**config.mk**
```make
export PLATFORM = sky130hd
export DESIGN_NAME = exc_sequencer
export DESIGN_NICKNAME = d
export VERILOG_FILES = /design/src/rtl/exc_sequencer_pkg.sv /design/src/rtl/irq_sync_edge.sv /design/src/rtl/exc_sequencer.sv
export SDC_FILE = /design/constraint.sdc
export NUM_CORES = 1
export LEC_CHECK = 0
export CORE_ASPECT_RATIO = 2
export CORE_UTILIZATION = 29
export DETAILED_ROUTE_END_ITERATION = 10
export GPL_TIMING_DRIVEN = 0
export PLACE_DENSITY = 0.68
export SETUP_SLACK_MARGIN = 0.15
export SLEW_MARGIN = 15
export SYNTH_ARGS = -nofsm -noshare
export SYNTH_HDL_FRONTEND = slang
export SYNTH_SLANG_ARGS = --single-unit
```
**constraint.sdc**
```tcl
create_clock -name clk -period 6.3 [get_ports clk]
set_clock_uncertainty 0.15 [all_clocks]
set_input_delay 1.575 -clock clk [delete_from_list [all_inputs] [get_ports clk]]
set_output_delay 1.575 -clock clk [all_outputs]
set_load 0.01 [all_outputs]
```
**src/rtl/exc_sequencer_pkg.sv**
```systemverilog
// exc_sequencer_pkg: shared ExcCodes, Status/Cause field positions, FSM states.
// Priority helper picks the ExcCode of the highest-priority sync trap.
package exc_sequencer_pkg;

  localparam logic [4:0] EXC_INT = 5'd0;
  localparam logic [4:0] EXC_SYS = 5'd8;
  localparam logic [4:0] EXC_BP  = 5'd9;
  localparam logic [4:0] EXC_TR  = 5'd13;

  localparam int ST_IE   = 0;
  localparam int ST_IM   = 8;
  localparam int CA_CODE = 2;
  localparam int CA_IP   = 10;

  typedef enum logic [1:0] {
    IDLE     = 2'd0,
    ENTER    = 2'd1,
    REDIRECT = 2'd2,
    RET      = 2'd3
  } state_t;

  // Falls back to Int when no sync trap is decoded.
  function automatic logic [4:0] exc_code(
    input logic sys,
    input logic brk,
    input logic teq
  );
    logic [4:0] c;
    c = EXC_INT;
    priority case (1'b1)
      sys:     c = EXC_SYS;
      brk:     c = EXC_BP;
      teq:     c = EXC_TR;
      default: c = EXC_INT;
    endcase
    return c;
  endfunction

endpackage

```
**src/rtl/irq_sync_edge.sv**
```systemverilog
// irq_sync_edge: 2-flop synchronizer plus rising-edge detect for one irq line.
// Ports: clk, rst (async, active-high), irq (async level), rise (1-cycle pulse).
module irq_sync_edge (
  input  logic clk,
  input  logic rst,
  input  logic irq,
  output logic rise
);

  logic s1;
  logic s2;
  logic s3;

  always_ff @(posedge clk or posedge rst) begin
    if (rst) begin
      s1 <= 1'b0;
      s2 <= 1'b0;
      s3 <= 1'b0;
    end else begin
      s1 <= irq;
      s2 <= s1;
      s3 <= s2;
    end
  end

  assign rise = s2 & ~s3;

endmodule

```
**src/rtl/exc_sequencer.sv**
```systemverilog
// exc_sequencer: detects traps/interrupts/eret, sequences CP0 entry/return.
// Ports: clk, rst (async, active-high), instr_valid, pc_i, syscall_i,
//   break_i, teq_trap_i, eret_i, irq_i, status_i, epc_i -> stall_o, kill_o,
//   exc_o, eret_o, cause_o, epc_o, redirect_o, redirect_pc_o.
// Build option: EXC_VECTORED_EN gives one vector per ExcCode.
module exc_sequencer
  import exc_sequencer_pkg::*;
#(
  parameter logic [31:0] EXC_VECTOR = 32'h0040_0004,
  parameter logic [31:0] VEC_STRIDE = 32'h0000_0020,
  parameter int          NUM_INT    = 6
) (
  input  logic               clk,
  input  logic               rst,
  input  logic               instr_valid,
  input  logic [31:0]        pc_i,
  input  logic               syscall_i,
  input  logic               break_i,
  input  logic               teq_trap_i,
  input  logic               eret_i,
  input  logic [NUM_INT-1:0] irq_i,
  input  logic [31:0]        status_i,
  input  logic [31:0]        epc_i,
  output logic               stall_o,
  output logic               kill_o,
  output logic               exc_o,
  output logic               eret_o,
  output logic [31:0]        cause_o,
  output logic [31:0]        epc_o,
  output logic               redirect_o,
  output logic [31:0]        redirect_pc_o
);

  state_t state_q;
  state_t state_d;

  logic [NUM_INT-1:0] rise;
  logic [NUM_INT-1:0] pend_q;
  logic [NUM_INT-1:0] req;
  logic [NUM_INT-1:0] take;

  logic [31:0] cause_q;
  logic [31:0] epc_q;
  logic [31:0] rpc_q;
  logic [31:0] cause_d;
  logic [31:0] target;
  logic [4:0]  code;

  logic idle;
  logic sync_trap;
  logic int_ok;
  logic exc_trig;
  logic eret_trig;
  logic unused_ok;

  for (genvar g = 0; g < NUM_INT; g++) begin : g_sync
    irq_sync_edge u_sync (
      .clk  (clk),
      .rst  (rst),
      .irq  (irq_i[g]),
      .rise (rise[g])
    );
  end

  assign idle      = (state_q == IDLE);
  assign req       = pend_q & status_i[ST_IM +: NUM_INT];
  assign int_ok    = status_i[ST_IE] & (|req);
  assign sync_trap = syscall_i | break_i | teq_trap_i;

  assign exc_trig  = ~rst & idle & instr_valid
                   & (sync_trap | int_ok);
  assign eret_trig = ~rst & idle & instr_valid
                   & eret_i & ~(sync_trap | int_ok);

  // Only a taken interrupt consumes pending: lowest set line.
  assign take = (exc_trig & ~sync_trap) ? (req & (-req)) : '0;
  assign code = exc_code(syscall_i, break_i, teq_trap_i);

  always_comb begin
    cause_d = '0;
    cause_d[CA_CODE +: 5]     = code;
    cause_d[CA_IP +: NUM_INT] = pend_q;
  end

`ifdef EXC_VECTORED_EN
  assign target = EXC_VECTOR + 32'(code) * VEC_STRIDE;
`else
  assign target = EXC_VECTOR;
`endif

  assign unused_ok = ^{status_i, VEC_STRIDE};

  always_ff @(posedge clk or posedge rst) begin
    if (rst) state_q <= IDLE;
    else     state_q <= state_d;
  end

  always_comb begin
    state_d       = state_q;
    exc_o         = 1'b0;
    eret_o        = 1'b0;
    redirect_o    = 1'b0;
    redirect_pc_o = rpc_q;
    unique case (state_q)
      IDLE: begin
        if (exc_trig)       state_d = ENTER;
        else if (eret_trig) state_d = RET;
      end
      ENTER: begin
        exc_o   = 1'b1;
        state_d = REDIRECT;
      end
      REDIRECT: begin
        redirect_o = 1'b1;
        state_d    = IDLE;
      end
      RET: begin
        eret_o        = 1'b1;
        redirect_o    = 1'b1;
        redirect_pc_o = epc_i;
        state_d       = IDLE;
      end
    endcase
  end

  // Edges that land on the take cycle survive the clear.
  always_ff @(posedge clk or posedge rst) begin
    if (rst) begin
      pend_q  <= '0;
      cause_q <= '0;
      epc_q   <= '0;
      rpc_q   <= '0;
    end else begin
      pend_q <= (pend_q & ~take) | rise;
      if (exc_trig) begin
        cause_q <= cause_d;
        epc_q   <= sync_trap ? pc_i + 32'd4 : pc_i;
        rpc_q   <= target;
      end else if (state_q == RET) begin
        rpc_q <= epc_i;
      end
    end
  end

  assign stall_o = exc_trig | eret_trig | ~idle;
  assign kill_o  = exc_trig;
  assign cause_o = cause_q;
  assign epc_o   = epc_q;

endmodule

```
==> metrics, run 1 <==
# fillers=between 1,500 and 2,000; crit share post-route=95.0%; final instance area=7020 sq um; Req. time, crit path=about 4.6 ns; vias per inst=4.94; HPWL after DPL=10,500 microns; Routed WL per cell=16.0 microns; CP max FO=10; Static Leak=2.90 nW; fin crit period=roughly 6.0 ns; clk_lat worst skew=0.34 ns; Max Freq=167 MHz; crit path capture type=output port; Fin Setup TNS=0 ns; die area=16,800 sq um; hold path start=g_sync[1].u_sync.s1; All-Layer GR Usage=15.9%; Final nets=740; final setup fails=0; warnings from Yosys=0; Pint=1.26 mW; Initial Util=29.7%; RSZ-0062 raised after global routing=no; average size of a mapped cell=between 10 and 15 sq um; Hold-fix buffers, CTS=0; num rows=65; R2R setup slack=around 3.8 ns; Root Driver=clkbuf_16; P&R area growth vs syn=49.2%; biggest area consumer among synthesized cells=dfrtp_1; cells after synthesis=433; largest net degree at the start of global routing=58; die width=around 92 microns; First DRT Iteration DRCs=163; fraction of registers with async set/reset=100%; TritonCTS clock tree=built; TritonRoute pass-1 iters=4; Reg2Reg Capture Point=epc_o[15]; H-Tree Depth=3; register bit total from synthesis=just under 100; Max Cap Viol=0; Hold WC Path Type=register to register; first-pass GRT wire length=about 20,000 microns; number of port buffers=between 150 and 200; Final GP Congestion=0.852; final WL=about 13,000 microns; crit start category=input port; Area contributors post-synth=dfrtp_1 (53%), mux2_2 (8.6%), a21oi_1 (4.3%); core area=15,900 sq um; Post-synth EDFFs=0; Sw Ratio=26.9%; Overall Power=1.72 mW; clock buffer depth=2; Routed Antenna Nets=0; Residual DRC=0; Logic pwr share=23.9%; Arr. time, crit path=4.26 ns; Rel. slew slack=61.6%; Sw Pwr=0.465 mW; sequential area share after synthesis=52.6%; final hold vios=0; pre-CTS WS=0.0653 ns; clk slew on worst S/H paths=0.06 ns; slew at the pin closest to its max-slew limit=~0.57 ns; placed inst area=6690 sq um; Netlist Area Pre-Place=4710 sq um; Clk pwr share=32.8%; CP Capture Point=kill_o; Crit Reg-Reg Startpoint=pend_q[0]; I/O pin count=210; post-synthesis cell type count=44; initial antenna violation count=0; Pwr per Cell Area=246 nW/um^2; critical path launch point=rst; Seq pwr share=a little over two fifths; CTS Buf Count=9; critical path class=input port to output port; Peak VDD IR=155 uV; vias in the first global route=4,174; Final Core Density=about 44%; Die Height=182 microns; Synth top area share=52.6%; Most used DFF post-synth=dfrtp_1; Worst Setup Slack, final=roughly 0.32 ns; Reg2Reg Depth=7; total gr overflow=0; via count=4,127; layout cells sized above 1=14.5%; CTS sink cnt=99; final antenna diode count=0; max-slew violations=0; outcome=completed
[sequential cells by signal, summed over array words and instances (netlist names)]
register	flops
epc_o	32
rpc_q	32
cause_o	9
g_sync.u_sync.s1	6
g_sync.u_sync.s2	6
g_sync.u_sync.s3	6
pend_q	6
state_q	2
[synth_stat cells (13+ instances only)]
| library cell | number |
|---|---|
| nand3_1 | 14 |
| dfrtp_1 | 99 |
| inv_1 | 15 |
| mux2_2 | 36 |
| buf_4 | 23 |
| or4_1 | 13 |
| clkbuf_1 | 14 |
| nand2_1 | 13 |
| and2_1 | 32 |
| o31ai_1 | 16 |
| a31oi_1 | 19 |
| a21oi_1 | 40 |
[kinds of logic (layout without fill, tap and decap cells)]
| group | Yosys count | after routing | synth area share [%] |
|---|---|---|---|
| buffers and inverters | 65 | 245 | 7.23 |
| DFF | 99 | 99 | 52.6 |
| and+or+nand+nor | 115 | 115 | 14.9 |
| other | 1 | 23 | 0.0797 |
| muxes | 41 | 41 | 9.81 |
| xor gates and xnor gates | 11 | 11 | 2.05 |
| AOI/OAI and AO/OA | 100 | 100 | 13.1 |
| adders and majority gates | 1 | 1 | 0.266 |
[routing by layer]
metal | track usage (%) | wire, microns
met2 | 31.5 | 7590
met5 | 0 | 0
met3 | 3.29 | 850
met4 | 8.38 | 381
met1 | 14.7 | 4600
[per-stage QoR]
stage	cells	hold WS, ns
after floorplan	455	0.181
after CTS	834	0.201
after global routing	836	0.204
after global placement	817	0.186
final	836	0.198
after detailed placement	818	0.185
[layout make-up]
type | count | area [sq um] | share of cell area (%)
multi-input cells | 291 | 1990 | 28.3
clock buffers | 9 | 225 | 3.21
plain buffers | 49 | 283 | 4.03
clock inverters | 7 | 82.6 | 1.18
flip-flops and latches | 99 | 2480 | 35.3
repair buffers | 164 | 1650 | 23.5
inverters | 16 | 65.1 | 0.926
well taps | 201 | 251 | 3.58
[worst max-delay path, stage by stage]
cell	delay (ns)
clkdlybuf4s50_1	0.53
nor4b_4	0.43
o21a_1	0.22
nand2_1	0.22
inv_2	0.20
clkbuf_4	0.26
buf_2	0.24
clkdlybuf4s50_1	0.57
[worst min-delay path by stage]
stage                          end  depth (start not counted)
2_1_floorplan  g_sync[0].u_sync.s2                          0
3_3_place_gp   g_sync[5].u_sync.s2                          0
4_1_cts        g_sync[1].u_sync.s2                          0
6_report       g_sync[1].u_sync.s2                          0
5_1_grt        g_sync[1].u_sync.s2                          0
3_5_place_dp   g_sync[5].u_sync.s2                          0
[placed cells by master (no fill, tap or decap), types with 2 or more instances in the layout]
cell / netlist / final
a21oi_1: 40 / 40
a22o_1: 4 / 4
a22oi_1: 3 / 3
a31oi_1: 19 / 19
and2_1: 32 / 32
and3_1: 3 / 3
and4_1: 4 / 4
buf_1: 4 / 4
buf_2: 8 / 7
buf_4: 23 / 25
clkbuf_1: 14 / 14
clkbuf_16: 0 / 9
clkdlybuf4s50_1: 0 / 161
clkinvlp_4: 0 / 2
conb_1: 1 / 23
dfrtp_1: 99 / 99
inv_1: 15 / 14
inv_6: 0 / 3
mux2_1: 5 / 5
mux2_2: 36 / 36
nand2_1: 13 / 13
nand2b_1: 2 / 2
nand3_1: 14 / 14
nand4_1: 10 / 10
nor2_1: 2 / 2
nor2b_1: 3 / 3
nor4_1: 4 / 4
o21ai_0: 10 / 10
o31ai_1: 16 / 16
or3_1: 9 / 9
or4_1: 13 / 13
xnor2_1: 9 / 9
xor2_1: 2 / 2
[repair_timing]
| item | 4_1_cts | 5_1_grt |
|---|---|---|
| endpoints found under the setup margin | 1 | 1 |
| resized for setup | 2 | 1 |
| pin swaps | 0 | 1 |
| buffers inserted | 0 | 2 |
[power groups by stage]
| stage | sequential (mW) | combinational, mW | clock (mW) |
|---|---|---|---|
| floorplan | 0.771 | 0.150 | 0 |
| global placement | 0.756 | 0.404 | 0 |
| detailed placement | 0.758 | 0.413 | 0 |
| CTS | 0.747 | 0.415 | 0.588 |
| global route | 0.755 | 0.444 | 0.612 |
| finish | 0.746 | 0.412 | 0.566 |
No activity file was read; power rests on OpenSTA's default activity.
==> inputs of run 2 (changes only) <==
Clock period 6.3 ns to 5.7 ns, I/O delays scaled along.
==> metrics, run 2 (synthesized netlist as in run 1, its figures left out) <==
Initial Util=around 30%; CTS sink cnt=99; crit share post-route=95.4%; Reg2Reg Capture Point=epc_o[15]; worst-path cell with the longest stage delay=clkdlybuf4s50_1; Seq pwr share=43.3%; Sw Ratio=26.9%; TritonCTS clock tree=built; Routed Antenna Nets=0; R2R setup slack=about 3.5 ns; pre-CTS WS=-0.235 ns; CP Capture Point=kill_o; Levels on crit path=8; Hold WC Path Type=register to register; CP max FO=10; placed inst area=6690 sq um; Req. time, crit path=around 4 ns; max-slew violations=0; Logic pwr share=between 20% and 30%; clk slew on worst S/H paths=0.06 ns; slew at the pin closest to its max-slew limit=0.567 ns; crit path buf inv count=5; CP dominant cell by count=clkdlybuf4s50_1; commonest non-fill, non-tap cells in the layout=clkdlybuf4s50_1 (161), dfrtp_1 (99), a21oi_1 (40); total gr overflow=0; crit-path cells=clkdlybuf4s50_1 > or3_4 > o21a_1 > nand2_2 > inv_2 > buf_4 > clkbuf_4 > clkdlybuf4s50_1; crit start category=input port; Die Height=roughly 180 microns; clock buffer depth=2; largest net degree at the start of global routing=58; number of port buffers=161; Worst path top cell family by delay=buffers and inverters; # fillers=~1,500; critical path class=input port to output port; RSZ-0062 raised after global routing=no; Max Cap Viol=0; vias per inst=4.89; first-pass GRT wire length=20,600 microns; Fin Setup TNS=0 ns; I/O pin count=210; grt met1 use=14.8%; Sw Pwr=0.512 mW; crit path capture type=output port; Root Driver=clkbuf_16; initial antenna violation count=0; critical path launch point=break_i; Worst Setup Slack, final=0.264 ns; num rows=65; layout cells sized above 1=about 15%; Rel. slew slack=61.6%; Pwr per Cell Area=271 nW/um^2; Routed WL per cell=16.1 microns; final instance area=7040 sq um; GR Layer Usage met2=31.5%; TritonRoute pass-1 iters=4; fin crit period=5.44 ns; All-Layer GR Usage=between 10% and 20%; Max Freq=184 MHz; Final Core Density=44.4%; GRT Max-Usage Layer=met2; die area=16,800 sq um; Arr. time, crit path=3.86 ns; H-Tree Depth=3; Residual DRC=0; Final nets=739; CP peak stage delay=around 0.55 ns; Peak VDD IR=171 uV; Clk pwr share=32.8%; P&R area growth vs syn=49.5%; Crit Reg-Reg Startpoint=state_q[0]; clk_lat worst skew=0.34 ns; final WL=13,500 microns; Reg2Reg Depth=7; via count=4,079; CTS Buf Count=9; Final GP Congestion=0.852; met3 usage=3.29%; Overall Power=1.91 mW; Static Leak=2.89 nW; die width=between 90 and 100 microns; Pint=1.39 mW; HPWL after DPL=10,500 microns; First DRT Iteration DRCs=168; final antenna diode count=0; outcome=completed; final setup fails=0; final hold vios=0; leading cell type in the layout, fill and taps excluded=clkdlybuf4s50_1; vias in the first global route=4,183; core area=15,900 sq um
run 2: worst min path at each step:
stage                     cells past startpoint                  end           startpoint  slack [ns]
after floorplan                               0  g_sync[0].u_sync.s2  g_sync[0].u_sync.s1        0.18
after global placement                        0  g_sync[5].u_sync.s2  g_sync[5].u_sync.s1        0.19
after detailed placement                      0  g_sync[5].u_sync.s2  g_sync[5].u_sync.s1        0.18
after CTS                                     0  g_sync[1].u_sync.s2  g_sync[1].u_sync.s1        0.20
after global routing                          0  g_sync[1].u_sync.s2  g_sync[1].u_sync.s1        0.20
final                                         0  g_sync[1].u_sync.s2  g_sync[1].u_sync.s1        0.20
run 2: timing repair:
action	CTS	global route
hold buffers	0	0
setup buffers	1	0
resized for setup	4	4
endpoints found under the setup margin	1	1
pin swaps	1	1
run 2: layout make-up:
class / instances / area [sq um] / share of cell area (%)
flip-flops and latches: 99 / 2480 / 35.2
multi-input cells: 291 / 2000 / 28.5
repair buffers: 163 / 1650 / 23.4
plain buffers: 49 / 285 / 4.05
well taps: 201 / 251 / 3.57
clock buffers: 9 / 225 / 3.20
clock inverters: 7 / 82.6 / 1.17
inverters: 16 / 65.1 / 0.924
run 2: worst register-to-register path, stage by stage (launching register included):
cell     delay (ns)
dfrtp_1        0.44
nor4b_4        0.37
o21a_1         0.23
nand2_2        0.15
inv_2          0.16
buf_4          0.22
buf_2          0.26
a31oi_1        0.13
run 2: power by group through the flow:
stage	combinational (mW)	sequential (mW)	clock, mW
global placement	0.447	0.836	0
floorplan	0.166	0.853	0
finish	0.456	0.825	0.624
CTS	0.460	0.825	0.650
detailed placement	0.457	0.837	0
global route	0.492	0.834	0.676
run 2: stage by stage:
stage	cells	hold WS, ns
6_report	835	0.198
3_5_place_dp	818	0.185
5_1_grt	835	0.204
3_3_place_gp	817	0.186
2_1_floorplan	455	0.181
4_1_cts	835	0.201
run 2: per-layer routing:
layer  vias up  share of wire, %
met4         0               2.5
li1       1920                 -
met1      1985                35
met2       155                57
met3        19               6.1
met5         -                 0
==> inputs of run 3 (changes only) <==
Settings changed: ABC_CLOCK_PERIOD_IN_PS from default to 5700, CORE_MARGIN from default to 1.5, GPL_ROUTABILITY_DRIVEN from default to 0.
==> metrics, run 3 (synthesized netlist as in run 1, its figures left out) <==
Routed WL per cell=around 16 microns; TritonRoute pass-1 iters=4; First DRT Iteration DRCs=152; Die Height=183 microns; RSZ-0062 raised after global routing=no; Req. time, crit path=4.12 ns; total gr overflow=0; final antenna diode count=0; worst-path cell with the longest stage delay=clkdlybuf4s50_1; crit share post-route=between 90% and 100%; multi-input logic area=2000 sq um; All-Layer GR Usage=15.8%; commonest non-fill, non-tap cells in the layout=clkdlybuf4s50_1 (161), dfrtp_1 (99), a21oi_1 (40); crit start category=input port; crit path buf inv count=5; via count=a little over 4,000; HPWL after DPL=10,500 microns; Root Driver=clkbuf_16; TritonCTS clock tree=built; Worst path top cell family by delay=buffers and inverters; WHS=0.200 ns; fin crit period=5.44 ns; CP peak stage delay=about 0.55 ns; final instance area=7030 sq um; leading cell type in the layout, fill and taps excluded=clkdlybuf4s50_1; placed inst area=roughly 6700 sq um; clk slew on worst S/H paths=around 0.070 ns; num rows=65; Max Cap Viol=0; vias per inst=between 4 and 5; core area=15,900 sq um; FF/Latch Area=about 2500 sq um; CTS Buf Count=9; layout cells sized above 1=14.7%; Routed Antenna Nets=0; vias in the first global route=roughly 4,200; critical path class=input port to output port; Max Freq=184 MHz; die area=around 17,000 sq um; Residual DRC=0; # fillers=1,544; Cells after DPL=around 820; initial antenna violation count=0; clk_lat worst skew=0.34 ns; CP max FO=10; CP dominant cell by count=clkdlybuf4s50_1; slew at the pin closest to its max-slew limit=~0.6 ns; H-Tree Depth=3; pre-CTS WS=-0.223 ns; Hold WC Path Type=register to register; Initial Util=just under 30%; number of port buffers=161; crit path capture type=output port; Arr. time, crit path=between 3 and 4 ns; P&R area growth vs syn=49.4%; CTS sink cnt=99; crit-path cells=clkdlybuf4s50_1 > or3_4 > o21a_1 > nand2_2 > inv_2 > buf_4 > clkbuf_4 > clkdlybuf4s50_1; Final nets=~740; Static Leak=2.89 nW; Overall Power=1.90 mW; final setup fails=0; Peak VDD IR=132 uV; largest net degree at the start of global routing=81; Pwr per Cell Area=~270 nW/um^2; max-slew violations=0; clock buffer depth=2; Rel. slew slack=59.1%; outcome=completed; first-pass GRT wire length=20,900 microns; die width=around 93 microns; final WL=13,400 microns; I/O pin count=210; Non-Filler Instances=approximately 840; Worst Setup Slack, final=0.264 ns; final hold vios=0
==> run 3: cell types whose count changed in the layout (fill, tap and decap cells not counted), sizes merged <==
cell and delta:
clkbuf +1, inv -1
==> run 3: what timing repair did <==
item | CTS | global route
hold buffers | 0 | 0
hold endpoints to repair | 0 | 0
gates resized for setup | 4 | 4
buffers inserted | 1 | 0
pin swaps | 1 | 1
endpoints found under the setup margin | 1 | 1
==> run 3: power breakdown <==
| part | total, mW | internal (mW) | switching, mW |
|---|---|---|---|
| combinational | 0.456 | 0.264 | 0.192 |
| sequential | 0.825 | 0.782 | 0.0431 |
| clock | 0.616 | 0.346 | 0.270 |
| total | 1.90 | 1.39 | 0.505 |
==> run 3: worst paths after layout <==
kind                                      from                  end  slack, ns  cells past startpoint
max                                    break_i               kill_o       0.26                      8
min                        g_sync[2].u_sync.s1  g_sync[2].u_sync.s2       0.20                      0
max reg2reg                         state_q[0]             epc_o[3]       3.52                      7
min reg2reg                g_sync[2].u_sync.s1  g_sync[2].u_sync.s2       0.20                      0
max in group asynchronous                  rst           cause_o[2]       3.44                      3
min in group asynchronous                  rst             epc_o[2]       1.33                      2
==> run 3: area by class of cell <==
type | instances | share of cell area, %
buffer | 49 | 4.06
clock buffer | 10 | 3.26
clock inverter | 6 | 1.05
inverter | 16 | 0.925
multi-input combinational | 291 | 28.5
sequential | 99 | 35.2
tap | 201 | 3.58
timing repair buffer | 163 | 23.4
==> run 3: metal layers <==
| layer | GRT usage (%) | wire, microns | vias to the layer above |
|---|---|---|---|
| met1 | 15.5 | 4710 | 1928 |
| met4 | 8.79 | 429 | 0 |
| met5 | 0 | 0 | - |
| met2 | 29.7 | 7410 | 171 |
| met3 | 3.57 | 878 | 25 |
| li1 | - | - | 1911 |
==> run 3: worst register-to-register path: cells and delay by family, from the launching register on <==
family | cells | cell delay (ns)
buffers and inverters | 3 | 0.64
flip-flops | 1 | 0.43
AND/OR/NAND/NOR | 2 | 0.49
AO/OA/AOI/OAI | 2 | 0.35
==> run 3: through the flow <==
stage | util, % | TNS, ns
after floorplan | - | 0
after global placement | 41.9 | -1.69
after detailed placement | 42.2 | -0.223
after CTS | 44.2 | 0
after global routing | 44.3 | 0
final | 44.3 | 0
